### src/rtl/vram_arbiter.sv
// Single-port framebuffer scheduler: display reads, vblank clears and two
// round-robin writers share one RAM port; the scanout pixel is registered here.
module vram_arbiter #(
  parameter int DW = 12
) (
  input  logic          clk,
  input  logic          rst,
  input  logic [9:0]    col,
  input  logic [9:0]    row,
  input  logic          valid,
  input  logic [1:0]    wr_req,
  input  logic [14:0]   wr_addr0,
  input  logic [14:0]   wr_addr1,
  input  logic [DW-1:0] wr_data0,
  input  logic [DW-1:0] wr_data1,
  output logic [1:0]    wr_gnt,
  input  logic          clear_req,
  input  logic [DW-1:0] clear_color,
  output logic          clear_busy,
  output logic          clear_done,
  output logic [14:0]   mem_addr,
  output logic          mem_we,
  output logic [DW-1:0] mem_wdata,
  input  logic [DW-1:0] mem_rdata,
  output logic [DW-1:0] pix,
  output logic          pix_valid
);
  localparam logic [14:0] FB_SIZE   = 15'd19200;
  localparam logic [14:0] LAST_ADDR = 15'd19199;

  typedef enum logic {IDLE, CLEAR} state_t;

  state_t        state;
  logic          clr_pend;
  logic [14:0]   clr_cnt;
  logic [DW-1:0] clr_color_q;
  logic          rr_ptr;
  logic          disp_d;
  logic          valid_d;

  logic          disp_slot;
  logic          win;
  logic          clr_start;
  logic [14:0]   disp_addr;
  logic [14:0]   sel_addr;
  logic [DW-1:0] sel_data;

  // One stored pixel covers a 4x4 screen block, so only every fourth column reads.
  assign disp_slot = valid && (col[1:0] == 2'b00);
  assign disp_addr = 15'(row[9:2]) * 15'd160 + 15'(col[9:2]);

  assign win        = (wr_req == 2'b11) ? rr_ptr : wr_req[1];
  assign sel_addr   = win ? wr_addr1 : wr_addr0;
  assign sel_data   = win ? wr_data1 : wr_data0;
  assign clr_start  = (state == IDLE) && clr_pend && (row == 10'd480) && (col == 10'd0);
  assign clear_busy = (state == CLEAR);

  always_comb begin
    wr_gnt    = 2'b00;
    mem_we    = 1'b0;
    mem_addr  = '0;
    mem_wdata = '0;
    if (!rst) begin
      if (disp_slot) begin
        mem_addr = disp_addr;
      end else if (state == CLEAR) begin
        mem_we    = 1'b1;
        mem_addr  = clr_cnt;
        mem_wdata = clr_color_q;
      end else if (wr_req != 2'b00) begin
        wr_gnt    = win ? 2'b10 : 2'b01;
        mem_addr  = sel_addr;
        mem_wdata = sel_data;
        // Off-screen writes are still acknowledged so a writer never stalls.
        mem_we    = (sel_addr < FB_SIZE);
      end
    end
  end

  always_ff @(posedge clk or posedge rst) begin
    if (rst) begin
      state       <= IDLE;
      clr_pend    <= 1'b0;
      clr_cnt     <= '0;
      clr_color_q <= '0;
      clear_done  <= 1'b0;
      rr_ptr      <= 1'b0;
    end else begin
      clear_done <= 1'b0;
      if (wr_gnt != 2'b00) begin
        rr_ptr <= ~win;
      end
      if (clear_req) begin
        clr_pend <= 1'b1;
      end else if (clr_start) begin
        clr_pend <= 1'b0;
      end
      case (state)
        IDLE: begin
          if (clr_start) begin
            state       <= CLEAR;
            clr_cnt     <= '0;
            clr_color_q <= clear_color;
          end
        end
        CLEAR: begin
          clr_cnt <= clr_cnt + 15'd1;
          if (clr_cnt == LAST_ADDR) begin
            state      <= IDLE;
            clear_done <= 1'b1;
          end
        end
        default: state <= IDLE;
      endcase
    end
  end

  // RAM data arrives the cycle after a display slot; capture it then.
  always_ff @(posedge clk or posedge rst) begin
    if (rst) begin
      disp_d    <= 1'b0;
      valid_d   <= 1'b0;
      pix       <= '0;
      pix_valid <= 1'b0;
    end else begin
      disp_d    <= disp_slot;
      valid_d   <= valid;
      pix_valid <= valid_d;
      if (disp_d) begin
        pix <= mem_rdata;
      end
    end
  end

endmodule

### config.mk
export PLATFORM = sky130hd
export DESIGN_NAME = vram_arbiter
export DESIGN_NICKNAME = d
export VERILOG_FILES = /design/src/rtl/vram_arbiter.sv
export SDC_FILE = /design/constraint.sdc
export NUM_CORES = 1
export LEC_CHECK = 0
export ABC_AREA = 1
export CORE_MARGIN = 2
export CORE_UTILIZATION = 46
export CTS_BUF_LIST = sky130_fd_sc_hd__clkbuf_16
export DETAILED_ROUTE_END_ITERATION = 8
export PLACE_DENSITY = 0.93
export SKIP_CTS_REPAIR_TIMING = 1
export SLEW_MARGIN = 20
export SYNTH_ARGS = -nofsm -noshare
export SYNTH_HDL_FRONTEND = slang
export SYNTH_SLANG_ARGS = --single-unit
### constraint.sdc
create_clock -name clk -period 15.45 [get_ports clk]
set_input_delay 4.635 -clock clk [delete_from_list [all_inputs] [get_ports clk]]
set_output_delay 4.635 -clock clk [all_outputs]
set_load 0.005 [all_outputs]
## Word level (Yosys, flattened, before mapping)

Cells that the tools add are included.
Widths: inputs -> output; s select.

- Word-level logic and storage cells: 59
- Output and inout bits: 45
- Bits of input ports: 104
- Register bits: 46

- $add $sub $neg: 2
- Bitwise logic cells: 2
- Multiplexer cells: 29
- Multipliers: 1
- Equality and inequality tests: 4
- Order comparisons: 1
- Reductions and logical operators: 10

Operators by type and width:

| cell | count |
|---|---|
| $mux 15 | 6 |
| $mux 12 | 5 |
| $pmux 15 s2 | 1 |
| $add 15x1->15 const B | 1 |
| $add 15x8->15 | 1 |
| $eq 15x15->1 const B | 1 |
| $lt 15x15->1 const B | 1 |
| $mux 1 | 11 |
| $eq 10x9->1 const B | 1 |
| $logic_not 10->1 | 1 |
| $mul 8x3->10 const B | 1 |
| $mux 2 | 5 |
| $reduce_bool 2->1 | 3 |
| $logic_and 1x1->1 | 4 |
| $eq 2x2->1 const B | 1 |
| $logic_not 2->1 | 1 |
| $ne 2x2->1 const B | 1 |
| $not 1->1 | 2 |
| $pmux 1 s2 | 1 |
| $reduce_and 2->1 | 1 |

## Depth between registers and ports, before layout

Gate-level depths: netlist of the first run.

- Depth in word-level cells: 8
- Gate-level depth with buffers: 15
- Depth with buffers taken out: 15

## Worst setup path before layout of the first run

OpenSTA, ideal clock, no wires.

- Kind: input-to-output
- From: input rst
- To: output mem_addr[4]
- Buffers on the path: 1
- Slack: 4.074 ns
- Arrival: 6.741 ns
- Stages: 4
- Cell sequence: inv_1 > clkbuf_1 > o21ai_0 > a31oi_1

- Cells in the longest elaborated chain, start to end: 1

RTL lines:

| element | RTL line | text |
|---|---|---|
| from (decl) | 7 | `input logic rst,` |
| $mux 15 | 63 | `if (!rst) begin` |
| to (decl) | 21 | `output logic [14:0] mem_addr,` |

No other way between the ends.

## Final worst setup path of the first run

- From: input wr_req[0]
- To: output mem_we

- Cells in the longest elaborated chain, start to end: 8

RTL lines:

| element | RTL line | text |
|---|---|---|
| from (decl) | 11 | `input logic [1:0] wr_req,` |
| $eq 2x2->1 | 52 | `assign win = (wr_req == 2'b11) ? rr_ptr : wr_req[1];` |
| $mux 1 | 52 |  |
| $mux 15 | 53 | `assign sel_addr = win ? wr_addr1 : wr_addr0;` |
| $lt 15x15->1 | 75 | `mem_we = (sel_addr < FB_SIZE);` |
| $mux 1 (*) | 70 | `end else if (wr_req != 2'b00) begin` |
| $mux 1 (*) | 66 | `end else if (state == CLEAR) begin` |
| $mux 1 (*) | 64 | `if (disp_slot) begin` |
| $mux 1 (*) | 63 |  |
| to (decl) | 22 | `output logic mem_we,` |

Every way passes the cells marked *; elsewhere a longest branch is shown, timed or not.

==> key figures, run 1 <==
Status
  – Status: completed

Clocking
  – Clock Sinks: 46
  – Clk Latency, worst-skew pair: 0.29 ns
  – Total clock buffers created by CTS: 5
  – H-tree depth: 2
  – CTS root buf: clkbuf_16
  – Clock Pin Slew Worst Setup and Hold Paths: 0.07 ns
  – Clk buf depth: 2
  – CTS tree: built

Setup path
  – Type of origin of the critical path: input pin
  – Worst path slowest cell: nand2_1
  – Most used cell, CP: nand2_1
  – Reg2reg end: clr_color_q[0]
  – CP max FO: 33
  – WP data arrival: 7.89 ns
  – Reg2Reg Setup Slack: 13.03 ns
  – Critical R2R Launch: clear_busy
  – Crit-path max cell delay: 0.73 ns
  – Req. time, crit path: 10.82 ns
  – CP cell instances: clkdlybuf4s50_1 > nand2_1 > nand2_1 > inv_1 > o21ai_0 > o21ai_0 > nand2_1 > nand3_1 > a21oi_1 > clkdlybuf4s50_1
  – R2R cell count: 8
  – Kind of critical path: input pin to output port
  – Worst setup EP type: output port

Synth
  – Number of synthesized flops with an enable pin: 0
  – Syn. warnings: 0
  – Most frequent cell after synthesis: nand2_1
  – Post-Synthesis Cells: 482
  – Synth area leader: dfrtp_1
  – Seq/Total Area, Yosys: 33.5%
  – Synthesized area: 3430 µm²
  – #FFs+latches synth: 46
  – Top cell types by occurrence after synthesis: nand2_1, nor2_1, inv_1
  – Unique cell type count in the Yosys netlist: 39
  – Dominant cells by area after synthesis: dfrtp_1, nand2_1, nor2_1
  – Post-synth top area share: 33.5%
  – Async SR Flop Fraction: 100%
  – Ys flop type: dfrtp_1
  – Synthesized area per cell: 7.12 µm²
  – Syn nets: 604

STA
  – Tightest Pin Transition: 1.02 ns
  – Worst hold slack: 0.356 ns
  – Setup TNS: 0 ns
  – RSZ-0062 raised after global routing: false
  – Final Cycle Share: 81.0%
  – Slew Viols, Final: 0
  – Setup ws final: 2.93 ns
  – Headroom to the max-slew limit: 32.0%
  – Max Fclk: 0.0799 GHz
  – Period minus WS final: 12.52 ns
  – Setup violators final: 0
  – Skew final: 0.00248 ns
  – Final hold violation count: 0

Route
  – Post-route ant nets: 0
  – First DRT Iteration DRCs: 357
  – Total wire length: 11100 µm
  – Pre-antenna DRT Iters: 6
  – WL/cell: 15.4 µm
  – Via count: 3960
  – Via density: 5.49
  – # DRC: 0

Worst hold path
  – HP Class: flip-flop to flip-flop
  – End point of the worst hold path: pix_valid
  – Worst Hold Launch: valid_d
  – Hold Path Depth: 0

Final layout
  – Ratio of cells with drive above 1 in the final layout: 5.95%
  – Register area: 1150 µm²
  – Area Growth Syn to Fin: 48.9%
  – # fillers: 562
  – Final nets: 743
  – Non-filler cells, final: 721
  – Fin util: 70.4%
  – Inserted Diodes: 0
  – Finished Cell Area: 5110 µm²
  – Multi-input logic area: 1990 µm²

Place
  – Placed cell area: 4960 µm²
  – Pre-CTS setup slack: 3.02 ns
  – Routability Congestion: 1.01
  – Post-DP HPWL: 8790 µm
  – Dpl cells: 713
  – Port bufs: 148

Floorplan
  – Die Y: 90.4 µm
  – Die extent in x: 90.4 µm
  – Die area: 8170 µm²
  – Initial Util: 47.3%
  – Core area: 7250 µm²
  – Rows: 31
  – Top Ports: 149

Global route
  – Antenna violations before repair: 0
  – Vias in the first global route: 3936
  – Global Route Usage Sum: 27.2%
  – Gr ovfl total: 0
  – Largest net degree at the start of global routing: 47
  – Global-route wire length before repair: 18200 µm

Pwr
  – Max IR drop VDD: 0.0417 mV
  – Pwr Total: 0.337 mW
  – PwrDens: 66.0 nW/µm²
  – P_leak: 2.33 nW

Flow run
  – Max Cap Viol: 0
[layout make-up]
type                    count  share of cell area [%]
multi-input cells         366                    39.0
repair buffers            150                    29.3
flip-flops and latches     46                    22.5
inverters                  52                    3.82
clock buffers               5                    2.45
well taps                  99                    2.42
clock inverters             3                   0.490
[how the worst max path moves through the flow]
stage / startpoint / end / slack [ns] / cells past startpoint
after floorplan: rst / mem_addr[4] / 4.07 / 4
after global placement: wr_req[0] / mem_we / 3.12 / 10
after detailed placement: wr_req[0] / mem_we / 3.02 / 10
after CTS: wr_req[0] / mem_we / 3.01 / 10
after global routing: wr_req[0] / mem_we / 2.68 / 10
final: wr_req[0] / mem_we / 2.93 / 10
[kinds of logic (layout without fill, tap and decap cells)]
logic type,count (synthesis),in the layout,share of synthesized area [%]
AO/OA/AOI/OAI,93,93,16.0
buffers and inverters,70,210,8.42
multiplexers,13,13,4.23
XOR/XNOR,3,3,0.766
flip-flops,46,46,33.5
AND/OR/NAND/NOR,239,239,30.0
adder cells (fa/ha/maj),18,18,7.00
[flip-flops by register name, summed over array words and instances, names as in the netlist]
name	flops
clr_cnt	15
clr_color_q	12
pix	12
clear_busy	1
clear_done	1
clr_pend	1
disp_d	1
pix_valid	1
rr_ptr	1
valid_d	1
[layout by cell type (no fill, tap or decap), drive strengths merged, types with 7 or more instances in the layout]
cell	n
inv	51
nand2	122
nor2	59
dfrtp	46
a21oi	21
a2bb2oi	12
nand3	33
mux2	12
nor3	7
clkdlybuf4s50	148
nand4	7
ha	16
o21ai	44
[power by group]
part / switching [mW] / internal (mW)
combinational: 0.0422 / 0.0557
sequential: 0.00320 / 0.127
clock: 0.0486 / 0.0608
total: 0.0939 / 0.243
[layer usage]
metal / up-vias / track usage [%] / wire, µm
met5: - / 0 / 0
met2: 230 / 46.6 / 5400
met1: 1814 / 32.5 / 4390
met4: 0 / 11.3 / 349
li1: 1885 / - / -
met3: 31 / 6.93 / 995
[critical path: cells and delay by family]
family	cells	cell delay, ns
AOI/OAI and AO/OA	3	0.69
buffers and inverters	3	1.62
and+or+nand+nor	4	0.93
Note: power is estimated with default switching activity, not from simulation.
==> run 2: changes to the inputs <==
Settings changed: CORE_UTILIZATION 46 to 39, PLACE_DENSITY 0.93 to 0.85.
Clock period 15.45 ns to 10.85 ns, I/O delays scaled along.
==> key figures, run 2 (same netlist as run 1, synthesis figures left out) <==
Status
  – Status: completed

Global route
  – Global-route wire length before repair: 17800 µm
  – Vias in the first global route: 3863
  – Global Route Usage Sum: 22.6%
  – Gr ovfl total: 0
  – Largest net degree at the start of global routing: 45
  – Antenna violations before repair: 0

STA
  – Final hold violation count: 0
  – Slew Viols, Final: 0
  – Period minus WS final: 9.56 ns
  – Tightest Pin Transition: 0.850 ns
  – Max Fclk: 0.105 GHz
  – Skew final: 0.00432 ns
  – Headroom to the max-slew limit: 43.2%
  – RSZ-0062 raised after global routing: false
  – Setup violators final: 0
  – Setup TNS: 0 ns
  – Final Cycle Share: 88.1%

Route
  – Post-route ant nets: 0
  – Via density: 5.24
  – # DRC: 0
  – WL/cell: 14.9 µm
  – Pre-antenna DRT Iters: 4
  – Total wire length: 10900 µm
  – First DRT Iteration DRCs: 268
  – Via count: 3842

Final layout
  – Top flop regs: clr_cnt (15), clr_color_q (12), pix (12)
  – Multi-input logic area: 1990 µm²
  – Register area: 1150 µm²
  – Largest Register: clr_cnt
  – Fin util: 60.0%
  – Finished Cell Area: 5180 µm²
  – Commonest cells after routing, fill and taps aside: clkdlybuf4s50_1, nand2_1, nor2_1
  – Area Growth Syn to Fin: 51.0%
  – # fillers: 746
  – Ratio of cells with drive above 1 in the final layout: 6.24%
  – Max reg flops: 15
  – Final nets: 746
  – Inserted Diodes: 0
  – Commonest non-fill, non-tap cell in the layout: clkdlybuf4s50_1

Flow run
  – Max Cap Viol: 0

Pwr
  – P_leak: 2.37 nW
  – Max IR drop VDD: 0.0651 mV
  – PwrDens: 100 nW/µm²
  – Pwr Total: 0.518 mW

Clocking
  – CTS tree: built
  – H-tree depth: 2
  – Total clock buffers created by CTS: 5
  – Clock Pin Slew Worst Setup and Hold Paths: 0.06 ns
  – Clock Sinks: 46
  – CTS root buf: clkbuf_16
  – Clk buf depth: 2
  – Clk Latency, worst-skew pair: 0.28 ns

Setup path
  – Worst Setup SP: row[3]
  – R2R cell count: 8
  – Reg2Reg Setup Slack: 8.36 ns
  – Worst setup EP type: output port
  – Kind of critical path: input pin to output port
  – Reg2reg end: clr_color_q[9]
  – WP data arrival: 6.30 ns
  – Req. time, crit path: 7.60 ns
  – CP max FO: 4
  – CP endpoint: mem_addr[12]
  – Type of origin of the critical path: input pin
  – Critical R2R Launch: clear_busy

Place
  – Port bufs: 148
  – Routability Congestion: 0.909
  – Placed cell area: 4990 µm²
  – Post-DP HPWL: 8600 µm

Floorplan
  – Core area: 8640 µm²
  – Die extent in x: 97.8 µm
  – Die Y: 97.8 µm
  – Die area: 9570 µm²
  – Rows: 34
  – Initial Util: 39.7%
  – Top Ports: 149

Worst hold path
  – HP Class: flip-flop to flip-flop
[run 2: how the worst min path moves through the flow]
stage / from / endpoint / slack [ns] / cells after the start
finish: valid_d / pix_valid / 0.35 / 0
global route: valid_d / pix_valid / 0.36 / 0
CTS: valid_d / pix_valid / 0.35 / 0
detailed placement: valid_d / pix_valid / 0.34 / 0
global placement: valid_d / pix_valid / 0.33 / 0
floorplan: valid_d / pix_valid / 0.33 / 0
[run 2: worst max-delay path, cell delays in order]
cell	delay (ns)
clkdlybuf4s50_1	0.50
ha_1	0.34
ha_1	0.24
inv_1	0.08
fa_1	0.45
nor2_1	0.16
nand3_1	0.09
nand2_1	0.12
nand2_1	0.08
nor2_1	0.16
xor2_1	0.09
a21oi_1	0.20
clkdlybuf4s50_1	0.53
[run 2: metal layers]
metal | track usage (%) | wire length, µm
met3 | 6.23 | 986
met5 | 0 | 0
met2 | 39.7 | 5310
met1 | 26.4 | 4300
met4 | 8.23 | 323
[run 2: metrics by stage]
step	hold WS (ns)	setup WS (ns)	cells
3_5_place_dp	0.336	1.35	725
4_1_cts	0.349	1.34	733
6_report	0.347	1.29	733
5_1_grt	0.357	1.13	733
3_3_place_gp	0.332	1.45	725
2_1_floorplan	0.331	2.23	482
[run 2: cell type report]
class,instances,share of cell area (%)
tap,108,2.61
inverter,52,3.77
clock inverter,3,1.23
clock buffer,5,2.41
timing repair buffer,153,29.3
multi-input combinational,366,38.4
sequential,46,22.2
[run 2: power breakdown]
group / total, mW / internal, mW / switching, mW
sequential: 0.185 / 0.181 / 0.00442
combinational: 0.139 / 0.0795 / 0.0597
clock: 0.194 / 0.131 / 0.0627
